**src/rtl/word_serializer.sv**
```systemverilog
// 20-bit word serializer: 4-entry FIFO feeding a start/20-data/stop serial framer.
// o_tx and o_busy are registered together so o_busy brackets exactly the frame on the line.
module word_serializer #(
  parameter int CLKS_PER_BIT = 4
) (
  input  logic        i_clk,
  input  logic        i_rst,
  input  logic        i_valid,
  input  logic [19:0] i_data,
  output logic        o_ready,
  output logic        o_tx,
  output logic        o_busy,
  output logic [2:0]  o_count,
  output logic        o_overflow
);

  localparam int BAUD_W = (CLKS_PER_BIT > 2) ? $clog2(CLKS_PER_BIT) : 1;
  localparam logic [BAUD_W-1:0] BAUD_LAST = BAUD_W'(CLKS_PER_BIT - 1);
  localparam logic [BAUD_W-1:0] BAUD_ONE  = BAUD_W'(1);

  typedef enum logic [1:0] {IDLE, START, DATA, STOP} state_t;

  state_t            state_reg, state_next;
  logic [BAUD_W-1:0] baud_reg, baud_next;
  logic [4:0]        bit_reg, bit_next;
  logic [19:0]       shift_reg, shift_next;

  logic [19:0] fifo_mem [4];
  logic [1:0]  wr_ptr_reg, rd_ptr_reg;
  logic [2:0]  count_reg;
  logic        tx_reg, busy_reg, overflow_reg;
  logic        push, pop, baud_done, fifo_nonempty;

  assign o_ready       = (count_reg != 3'd4);
  assign push          = i_valid & o_ready;
  assign baud_done     = (baud_reg == BAUD_LAST);
  assign fifo_nonempty = (count_reg != 3'd0);

  assign o_tx       = tx_reg;
  assign o_busy     = busy_reg;
  assign o_count    = count_reg;
  assign o_overflow = overflow_reg;

  // Storage is not reset; a flush only needs the pointers and occupancy cleared.
  always_ff @(posedge i_clk) begin
    if (push && !i_rst) begin
      fifo_mem[wr_ptr_reg] <= i_data;
    end
  end

  always_ff @(posedge i_clk) begin
    if (i_rst) begin
      state_reg <= IDLE;
      baud_reg  <= '0;
      bit_reg   <= '0;
      shift_reg <= '0;
    end else begin
      state_reg <= state_next;
      baud_reg  <= baud_next;
      bit_reg   <= bit_next;
      shift_reg <= shift_next;
    end
  end

  always_comb begin
    state_next = state_reg;
    baud_next  = baud_reg;
    bit_next   = bit_reg;
    shift_next = shift_reg;
    pop        = 1'b0;
    case (state_reg)
      IDLE: begin
        if (fifo_nonempty) begin
          pop        = 1'b1;
          shift_next = fifo_mem[rd_ptr_reg];
          bit_next   = '0;
          baud_next  = '0;
          state_next = START;
        end
      end
      START: begin
        if (baud_done) begin
          baud_next  = '0;
          state_next = DATA;
        end else begin
          baud_next = baud_reg + BAUD_ONE;
        end
      end
      DATA: begin
        if (baud_done) begin
          baud_next  = '0;
          shift_next = {shift_reg[18:0], 1'b0};
          if (bit_reg == 5'd19) begin
            state_next = STOP;
          end else begin
            bit_next = bit_reg + 5'd1;
          end
        end else begin
          baud_next = baud_reg + BAUD_ONE;
        end
      end
      STOP: begin
        if (baud_done) begin
          baud_next = '0;
          // Chain straight into the next start bit when more words are waiting.
          if (fifo_nonempty) begin
            pop        = 1'b1;
            shift_next = fifo_mem[rd_ptr_reg];
            bit_next   = '0;
            state_next = START;
          end else begin
            state_next = IDLE;
          end
        end else begin
          baud_next = baud_reg + BAUD_ONE;
        end
      end
      default: state_next = IDLE;
    endcase
  end

  always_ff @(posedge i_clk) begin
    if (i_rst) begin
      wr_ptr_reg   <= '0;
      rd_ptr_reg   <= '0;
      count_reg    <= '0;
      tx_reg       <= 1'b1;
      busy_reg     <= 1'b0;
      overflow_reg <= 1'b0;
    end else begin
      if (push) wr_ptr_reg <= wr_ptr_reg + 2'd1;
      if (pop)  rd_ptr_reg <= rd_ptr_reg + 2'd1;
      case ({push, pop})
        2'b10:   count_reg <= count_reg + 3'd1;
        2'b01:   count_reg <= count_reg - 3'd1;
        default: count_reg <= count_reg;
      endcase
      case (state_reg)
        START:   tx_reg <= 1'b0;
        DATA:    tx_reg <= shift_reg[19];
        default: tx_reg <= 1'b1;
      endcase
      busy_reg <= (state_reg != IDLE);
      if (i_valid && !o_ready) overflow_reg <= 1'b1;
    end
  end

endmodule

```
**config.mk**
```make
export PLATFORM = sky130hd
export DESIGN_NAME = word_serializer
export DESIGN_NICKNAME = d
export VERILOG_FILES = /design/src/rtl/word_serializer.sv
export SDC_FILE = /design/constraint.sdc
export NUM_CORES = 1
export LEC_CHECK = 0
export BUFFER_PORTS_ARGS = -buffer_cell sky130_fd_sc_hd__buf_2
export CORE_MARGIN = 1
export CORE_UTILIZATION = 40
export CTS_CLUSTER_SIZE = 12
export DETAILED_ROUTE_END_ITERATION = 12
export SETUP_SLACK_MARGIN = 0.05
export SKIP_LAST_GASP = 1
export SLEW_MARGIN = 25
export SYNTH_ARGS = -nofsm -noshare
export SYNTH_HDL_FRONTEND = slang
export SYNTH_SLANG_ARGS = --single-unit
```
**constraint.sdc**
```tcl
create_clock -name i_clk -period 4.5 [get_ports i_clk]
set_input_delay 0.225 -clock i_clk [delete_from_list [all_inputs] [get_ports i_clk]]
set_output_delay 0.225 -clock i_clk [all_outputs]
set_load 0.02 [all_outputs]
```
==> impl_metrics.json, run 1 <==
{
  "fin_crit_sh_pct": 51.6,
  "fill_cells": 1054,
  "largest_reg_flops": 80,
  "hold_viol": 0,
  "tns_ns": 0,
  "start_kind": "flop",
  "track_usage_pct": 14.7,
  "grt_pass1_wl_mm": 13.8,
  "path_max_fanout": 5,
  "hold_start": "i_data[13]",
  "ctsHoldBuffers": 0,
  "ant_nets": 0,
  "cp_slowest_cell": "dfxtp_1",
  "place_ws_ns": 2.16,
  "netlist_instances": 318,
  "cts_tree": "yes",
  "worstSetupEndpoint": "o_count[2]",
  "final_cell_mix": "80 x edfxtp_1, 41 x dfxtp_1, 35 x nor2_1",
  "drive_gt1_share_pct": 26.5,
  "holdWs_ns": 0.0272,
  "cp.arrival_ns": 2.66,
  "area_growth_pct": 18.7,
  "cts_made_buffers": 17,
  "drc_errors": 0,
  "vias_per_cell": 4.94,
  "finalClockSkew_ns": 0.00670,
  "ys_ff_latch": 121,
  "setup_viol": 0,
  "clk_path_buf_depth": 2,
  "core_area_um2": 12100,
  "drt_first_pass_iters": 4,
  "clkLatencyLatePin_ns": 0.41,
  "place_congestion": 0.730,
  "cts_max_level": 4,
  "synthesis.nets": 355,
  "grt_pass1_vias": 2700,
  "hp-class": "in2reg",
  "clock.fmax_mhz": 431,
  "overflow": 0,
  "synth_edf_count": 80,
  "grt_start_max_net_pins": 41,
  "avgSynthCellArea_um2": 15.6,
  "root_buffer": "clkbuf_16",
  "synthesis.area_um2": 4950,
  "io_pins": 30,
  "fin_cells": 534,
  "finalPower_mw": 3.72,
  "fin_util_pct": 48.7,
  "n_antenna_cell": 0,
  "crit_family": "adder cells",
  "vias": 2636,
  "path_buf_inv": 1,
  "placed_cell_area_um2": 5250,
  "clkTransAtPathRegs_ns": 0.05,
  "startpoint": "state_reg[0]",
  "cts_setup_buffers": 0,
  "hpwl_mm": 4.93,
  "path_cells": "inv_1, ha_1, a21oi_1, nor3_1, ha_1, fa_1, xnor2_1, or3_1, a21oi_1",
  "endpoint_kind": "flop",
  "drt-total-wl_mm": 8.33,
  "row_count": 40,
  "yosysWarnings": 0,
  "critical_path_required_ns": 4.84,
  "die_area_um2": 12800,
  "timing.rr.end": "o_count[2]",
  "ir_drop_v": 0.000277,
  "start_util_pct": 41.0,
  "cp.depth": 9,
  "die_height_um": 113,
  "yosysSeqAreaShare_pct": 65.1,
  "ys.flop_type": "edfxtp_1",
  "finalNetCount": 390,
  "wire_per_inst_um": 15.6,
  "io_buffers": 29,
  "cts.sinks": 121,
  "period_needed_ns": 2.32,
  "drt_iter0_drc": 130,
  "cts-resized-gates": 0,
  "worst_r2r_path_depth": 9,
  "antenna_found_initial": 0,
  "synthArstFlopShare_pct": 0,
  "setup_ws_ns": 2.18,
  "final_common_cell": "edfxtp_1",
  "die_w_um": 113,
  "relSlewSlack_pct": 33.5,
  "run_status": "complete, no violations",
  "worstMarginPinSlew_ns": 0.997,
  "timing_worst_setup_path_type": "reg2reg",
  "max_stage_delay_ns": 0.41,
  "post-place-cells": 502,
  "stdcell_area_um2": 5880,
  "ys_types": 45,
  "rsz0062_at_grt": "false",
  "slew_viol_final": 0,
  "leakagePower_nw": 2.01,
  "power.density_nw_per_um2": 633,
  "drv_cap": 0,
  "rrSetupSlack_ns": 2.18,
  "r2r-start": "state_reg[0]"
}
==> layout make-up <==
class	instances	area (um^2)	share of cell area [%]
Clock buffer	24	482	8.19
Clock inverter	8	146	2.49
Inverter	8	30.0	0.511
Multi-Input combinational cell	173	1620	27.5
Sequential cell	121	3220	54.8
Tap cell	168	210	3.58
Timing Repair Buffer	32	168	2.85
==> worst min-delay path by stage <==
stage	endpoint	slack (ns)	cells after the start
floorplan	fifo_mem[0][0]	0.32	0
global placement	fifo_mem[0][3]	0.44	1
detailed placement	fifo_mem[3][3]	0.44	1
CTS	fifo_mem[3][3]	0.008	1
global route	fifo_mem[2][5]	0.01	1
finish	fifo_mem[0][13]	0.03	1
==> cells by family after synthesis <==
| kind of cell | count (synthesis) | share of synthesized area, % |
|---|---|---|
| AOI/OAI and AO/OA | 40 | 6.97 |
| xor gates and xnor gates | 5 | 0.884 |
| adders and majority gates | 14 | 3.69 |
| buffers and inverters | 24 | 2.27 |
| DFF | 121 | 65.1 |
| muxes | 43 | 13.8 |
| and+or+nand+nor | 71 | 7.30 |
==> power by group <==
group / total, mW / switching (mW) / internal (mW)
registers: 1.44 / 0.0923 / 1.34
clock network: 1.43 / 0.458 / 0.969
logic: 0.855 / 0.482 / 0.373
total: 3.72 / 1.03 / 2.69
==> Yosys cell counts, types with 3 or more instances <==
master    number  share of area, %
edfxtp_1      80                49
a21oi_1        8              0.81
nand3_1        5              0.51
xnor2_1        4              0.71
and2_1         4              0.51
nor3_1         3              0.30
inv_1          8              0.61
a211oi_2      10               2.5
mux2i_1       22               4.4
nor2_1        35               2.7
ha_1          13               3.3
buf_2          6              0.61
mux4_2        20               9.1
clkbuf_1       6              0.45
nand2b_1       5              0.63
nand2_1        4              0.30
a211oi_1       9               1.4
dfxtp_1       41                17
==> layer usage <==
metal / vias up / global-route usage [%] / routed length, um
met5: - / 0 / 0
met4: 0 / 7.37 / 129
met3: 14 / 4.98 / 282
met2: 40 / 22.6 / 4000
met1: 1286 / 18.7 / 3910
li1: 1296 / - / -
==> worst reg2reg max path, stage by stage, from the launching register on <==
cell	delay, ns
dfxtp_1	0.41
inv_1	0.12
ha_1	0.24
a21oi_1	0.18
nor3_1	0.10
ha_1	0.24
fa_1	0.39
xnor2_1	0.14
or3_1	0.30
a21oi_1	0.14
Note: power is estimated with default switching activity, not from simulation.
==> run 2, diff against run 1 <==
clock period = 2.2 ns   (was 4.5 ns; I/O delays follow)
==> run 2 against run 1 <==
Clock power rose by 85%. Total power rose by 100%. Hold slack improved by 0.072 ns. Design area rose by 5.4%. Via count rose by 8.0%. First-iteration DRC count rose by 67%. Global-route usage rose by 0.22 points. Core utilization rose by 2.6 points. Sequential share of layout area fell by 2.7 points.
==> impl_metrics.json, run 2 (synthesis results as in run 1) <==
{
  "hold_viol": 0,
  "switching_share_pct": 29.8,
  "hpwl_mm": 5.27,
  "holdWs_ns": 0.0990,
  "grt_start_max_net_pins": 40,
  "start_util_pct": 41.0,
  "finalPower_mw": 7.60,
  "cts_made_buffers": 17,
  "drv_cap": 0,
  "row_count": 40,
  "fin_util_pct": 51.4,
  "overflow": 0,
  "clkLatencyLatePin_ns": 0.41,
  "start_kind": "flop",
  "clkTransAtPathRegs_ns": 0.06,
  "cts_tree": "yes",
  "ir_drop_v": 0.000718,
  "fin_crit_sh_pct": 95.6,
  "place_ws_ns": -0.0279,
  "run_status": "complete, no violations",
  "timing.rr.end": "o_count[2]",
  "antenna_found_initial": 0,
  "stdcell_area_um2": 6190,
  "rrSetupSlack_ns": 0.1,
  "drt_iter0_drc": 217,
  "slew_viol_final": 0,
  "grt_pass1_wl_mm": 14.3,
  "grt_pass1_vias": 2862,
  "cp.arrival_ns": 2.44,
  "worstSetupEndpoint": "o_count[2]",
  "root_buffer": "clkbuf_16",
  "largest_reg_flops": 80,
  "final_common_cell": "edfxtp_1",
  "place_congestion": 0.748,
  "die_area_um2": 12800,
  "clock.fmax_mhz": 476,
  "tns_ns": 0,
  "leakagePower_nw": 2.15,
  "startpoint": "state_reg[1]",
  "clk_path_buf_depth": 2,
  "vias_per_cell": 5.00,
  "cts.sinks": 121,
  "die_w_um": 113,
  "finalNetCount": 426,
  "rsz0062_at_grt": "true",
  "final_cell_mix": "80 x edfxtp_1, 36 x dfxtp_1, 35 x nor2_1",
  "power.density_nw_per_um2": 1230,
  "cts_setup_buffers": 0,
  "clockPowerShare_pct": 34.8,
  "path_max_fanout": 5,
  "area_growth_pct": 25.1,
  "placed_cell_area_um2": 5370,
  "cts_max_level": 4,
  "relSlewSlack_pct": 64.3,
  "setup_viol": 0,
  "finalClockSkew_ns": 0.00847,
  "core_area_um2": 12100,
  "endpoint_kind": "flop",
  "die_height_um": 113,
  "worstMarginPinSlew_ns": 0.535,
  "pwr-share-comb_pct": 26.8,
  "post-place-cells": 516,
  "track_usage_pct": 15.0,
  "setup_ws_ns": 0.0979,
  "cp_slowest_cell": "fa_1",
  "p_switching_mw": 2.27,
  "drive_gt1_share_pct": 30.7,
  "drt_first_pass_iters": 6,
  "r2r-start": "state_reg[1]",
  "sequentialPowerShare_pct": 38.4,
  "worst_r2r_path_depth": 8,
  "vias": 2846,
  "io_buffers": 29,
  "drc_errors": 0,
  "period_needed_ns": 2.10,
  "io_pins": 30,
  "critical_path_required_ns": 2.53,
  "max_stage_delay_ns": 0.38,
  "internal_power_mw": 5.33,
  "fin_cells": 569,
  "ant_nets": 0,
  "wire_per_inst_um": 16.0,
  "n_antenna_cell": 0,
  "drt-total-wl_mm": 9.11,
  "path_cells": "ha_1, a21oi_4, nor3_2, ha_2, fa_1, xnor2_1, or3_1, a21oi_1",
  "timing_worst_setup_path_type": "reg2reg",
  "hp-class": "in2reg"
}
-- run 2: changes by cell type in the layout (fill, tap and decap cells not counted), moves of 4 or more --
| cell | previous run | this run |
|---|---|---|
| dlygate4sd3_1 | 0 | 21 |
| dfxtp_2 | 0 | 4 |
| dfxtp_1 | 41 | 36 |
| clkbuf_1 | 4 | 0 |
| buf_4 | 3 | 16 |
| inv_6 | 0 | 4 |
-- run 2: what timing repair did --
action,in CTS,in global routing
hold buffers,21,0
endpoints found under the hold margin,82,0
cloned,0,1
pin swaps,0,1
setup endpoints to repair,1,10
gates resized for setup,4,6
-- run 2: power groups by stage --
stage	Sequential [mW]	Combinational, mW	Clock, mW
2_1_floorplan	2.97	1.46	0
3_3_place_gp	2.94	1.88	0
3_5_place_dp	2.96	1.91	0
4_1_cts	2.92	1.96	2.70
5_1_grt	2.96	2.26	2.79
6_report	2.92	2.03	2.64
-- run 2: layer usage --
metal / GRT usage, % / vias up / share of wire [%]
met3: 4.55 / 10 / 3.7
met1: 19.0 / 1420 / 47
met2: 24.5 / 45 / 48
li1: - / 1371 / -
met5: 0 / - / 0
met4: 5.00 / 0 / 1.1
-- run 2: area by class of cell --
| type | count | area, um^2 |
|---|---|---|
| clock buffer | 17 | 425 |
| clock inverter | 14 | 146 |
| fill | 1031 | 5870 |
| inverter | 8 | 30.0 |
| multi-input combinational | 174 | 1660 |
| sequential | 121 | 3230 |
| tap | 168 | 210 |
| timing repair buffer | 67 | 495 |
-- run 2: worst max-delay path: cells and delay by family (launching register included) --
family / cells / cell delay [ns]
fa+ha+maj: 3 / 0.82
simple gates: 2 / 0.37
flops: 1 / 0.36
compound gates: 2 / 0.34
xor+xnor: 1 / 0.15
-- run 2: worst min path at each step --
stage          startpoint        endpoint  slack (ns)  cells past startpoint
2_1_floorplan   i_data[0]  fifo_mem[0][0]        0.21                      0
3_3_place_gp    i_data[6]  fifo_mem[1][6]        0.32                      1
3_5_place_dp    i_data[6]  fifo_mem[3][6]        0.33                      1
4_1_cts             i_rst    shift_reg[9]        0.09                      2
5_1_grt             i_rst    shift_reg[9]        0.10                      2
6_report            i_rst    shift_reg[9]         0.1                      2
==> run 3, diff against run 2 <==
ABC_AREA = 1   (was not set)
==> run 3 against run 2 <==
Hold slack improved by 0.35 ns. Count of clock-buffer cells in the layout increased by 2. Worst setup slack improved by 0.068 ns. Critical path type unchanged.
==> impl_metrics.json, run 3 <==
{
  "use_met3_pct": 5.28,
  "row_count": 41,
  "antenna_found_initial": 0,
  "met2_usage_pct": 28.5,
  "die_area_um2": 13300,
  "fin_crit_sh_pct": 92.5,
  "leakagePower_nw": 2.55,
  "synth_top_area_share_pct": 46.7,
  "clkLatencyLatePin_ns": 0.41,
  "max_stage_delay_ns": 0.36,
  "synth_most_common_cell": "nand2_1",
  "synth_edf_count": 80,
  "cts.sinks": 121,
  "start_util_pct": 40.9,
  "ir_drop_v": 0.000557,
  "drive_gt1_share_pct": 14.0,
  "synthesis.nets": 565,
  "cts_made_buffers": 17,
  "fin_cells": 772,
  "synthAdderAreaFrac_pct": 3.55,
  "cts_setup_buffers": 0,
  "grt_start_max_net_pins": 41,
  "critical_path_required_ns": 2.49,
  "met1_usage_pct": 21.2,
  "drv_cap": 0,
  "clock.fmax_mhz": 492,
  "final_cell_mix": "150 x nand2_1, 80 x edfxtp_1, 60 x nor2_1",
  "wire_per_inst_um": 13.1,
  "drc_errors": 0,
  "synth_top_family_by_area": "simple AND/OR/NAND/NOR gates",
  "power.density_nw_per_um2": 1250,
  "n_antenna_cell": 0,
  "vias": 3685,
  "synthArstFlopShare_pct": 0,
  "run_status": "complete, no violations",
  "cts_tree": "yes",
  "ys_types": 27,
  "cp_slowest_cell": "dfxtp_2",
  "hpwl_mm": 5.99,
  "vias_per_cell": 4.77,
  "rsz0062_at_grt": "false",
  "finalClockSkew_ns": 0.00717,
  "cts_max_level": 4,
  "busiest_layer": "met2",
  "ys_top_cells_by_area": "edfxtp_1 47%, dfxtp_1 16%, nand2_1 11%",
  "grt_pass1_vias": 3591,
  "ys.flop_type": "edfxtp_1",
  "synth-compound-area-share_pct": 8.39,
  "cp.arrival_ns": 2.32,
  "area_growth_pct": 22.7,
  "period_needed_ns": 2.03,
  "yosys-mux-area-fraction_pct": 0,
  "largest_reg_flops": 80,
  "place_congestion": 0.809,
  "drt_iter0_drc": 148,
  "setup_viol": 0,
  "finalNetCount": 624,
  "fin_util_pct": 50.2,
  "slew_viol_final": 0,
  "io_pins": 30,
  "yosys.area_share.simple_pct": 20.3,
  "ant_nets": 0,
  "path_cells": "inv_2, ha_2, nand3b_1, inv_1, ha_2, fa_2, a21oi_1, o21ai_1, o21ai_0, a21oi_1",
  "root_buffer": "clkbuf_16",
  "final_common_cell": "nand2_1",
  "die_height_um": 115,
  "start_kind": "flop",
  "drt-total-wl_mm": 10.1,
  "netlist_top_cells_count": "150 x nand2_1, 80 x edfxtp_1, 60 x nor2_1",
  "yosys.area.top_type": "edfxtp_1",
  "drt_first_pass_iters": 4,
  "track_usage_pct": 17.3,
  "hold_viol": 0,
  "grt_pass1_wl_mm": 17.4,
  "path_max_fanout": 5,
  "core_area_um2": 12600,
  "timing_worst_setup_path_type": "reg2reg",
  "endpoint_kind": "flop",
  "die_w_um": 115,
  "yosysWarnings": 0,
  "netlist_instances": 528,
  "overflow": 0,
  "relSlewSlack_pct": 68.7,
  "ys_ff_latch": 121,
  "hp-class": "reg2reg",
  "yosysSeqAreaShare_pct": 62.6,
  "post-place-cells": 718,
  "avgSynthCellArea_um2": 9.74,
  "clk_path_buf_depth": 2,
  "clkTransAtPathRegs_ns": 0.05,
  "worstMarginPinSlew_ns": 0.470,
  "synthesis.area_um2": 5140,
  "io_buffers": 29,
  "synth-xor-area-share_pct": 0.511
}
-- run 3: cell count changes after synthesis, sizes merged, moves of 5 or more --
cell / before / now
nand2: 4 / 152
a21oi: 8 / 54
nand3: 5 / 34
o21ai: 1 / 30
nor2: 35 / 63
mux2i: 22 / 0
mux4: 20 / 0
a211oi: 19 / 1
inv: 8 / 26
buf: 10 / 17
nand2b: 5 / 0
-- run 3: logic make-up after synthesis --
family / count (synthesis)
AND/OR/NAND/NOR: 253
flip-flops: 121
AO/OA/AOI/OAI: 85
buffers and inverters: 52
adder cells (fa/ha/maj): 14
XOR/XNOR: 3
-- run 3: per-layer routing --
layer / vias up / wire, um
li1: 1883 / -
met1: 1712 / 4630
met2: 75 / 4940
met3: 15 / 380
met4: 0 / 177
met5: - / 0
-- run 3: area by class of cell --
class	count	area [um^2]
clock buffers	19	433
well taps	172	215
flip-flops and latches	121	3230
inverters	26	97.6
repair buffers	66	490
fillers	1127	6250
multi-input cells	355	1690
clock inverters	13	158
-- run 3: stage by stage --
stage	cell area [um^2]	setup TNS, ns	hold WS (ns)	worst slack [ns]	total power, mW
finish	6310	0	0.449	0.166	7.87
global route	6310	0	0.454	0.0610	8.41
CTS	6300	0	0.438	0.0628	7.92
detailed placement	5490	0	0.332	0.00567	5.08
global placement	5490	0	0.322	0.0951	5.01
floorplan	5140	-7.90	0.209	-0.0987	4.58
-- run 3: repair_timing --
action | CTS | global route
endpoints found under the hold margin | 82 | 0
resized for setup | 2 | 6
setup endpoints to repair | 1 | 1
hold buffers | 22 | 0
pin swaps | 0 | 0
-- run 3: path summary, 6_finish.rpt --
path / slack (ns) / cells past startpoint / endpoint / start
worst max register to register: 0.17 / 10 / o_count[2] / state_reg[1]
worst min register to register: 0.45 / 2 / o_overflow / o_overflow
worst max-delay path: 0.17 / 10 / o_count[2] / state_reg[1]
worst min-delay path: 0.45 / 2 / o_overflow / o_overflow
-- run 3: power breakdown --
part,total (mW),internal [mW],switching (mW)
Clock,2.78,1.86,0.917
Combinational,2.19,0.793,1.39
Sequential,2.91,2.75,0.162
Total,7.87,5.40,2.47
-- run 3: critical path, delay by kind of cell, from the launching register on --
kind | cells | cell delay, ns
fa+ha+maj | 3 | 0.86
simple gates | 1 | 0.12
buf+inv | 2 | 0.14
flops | 1 | 0.36
compound gates | 4 | 0.42
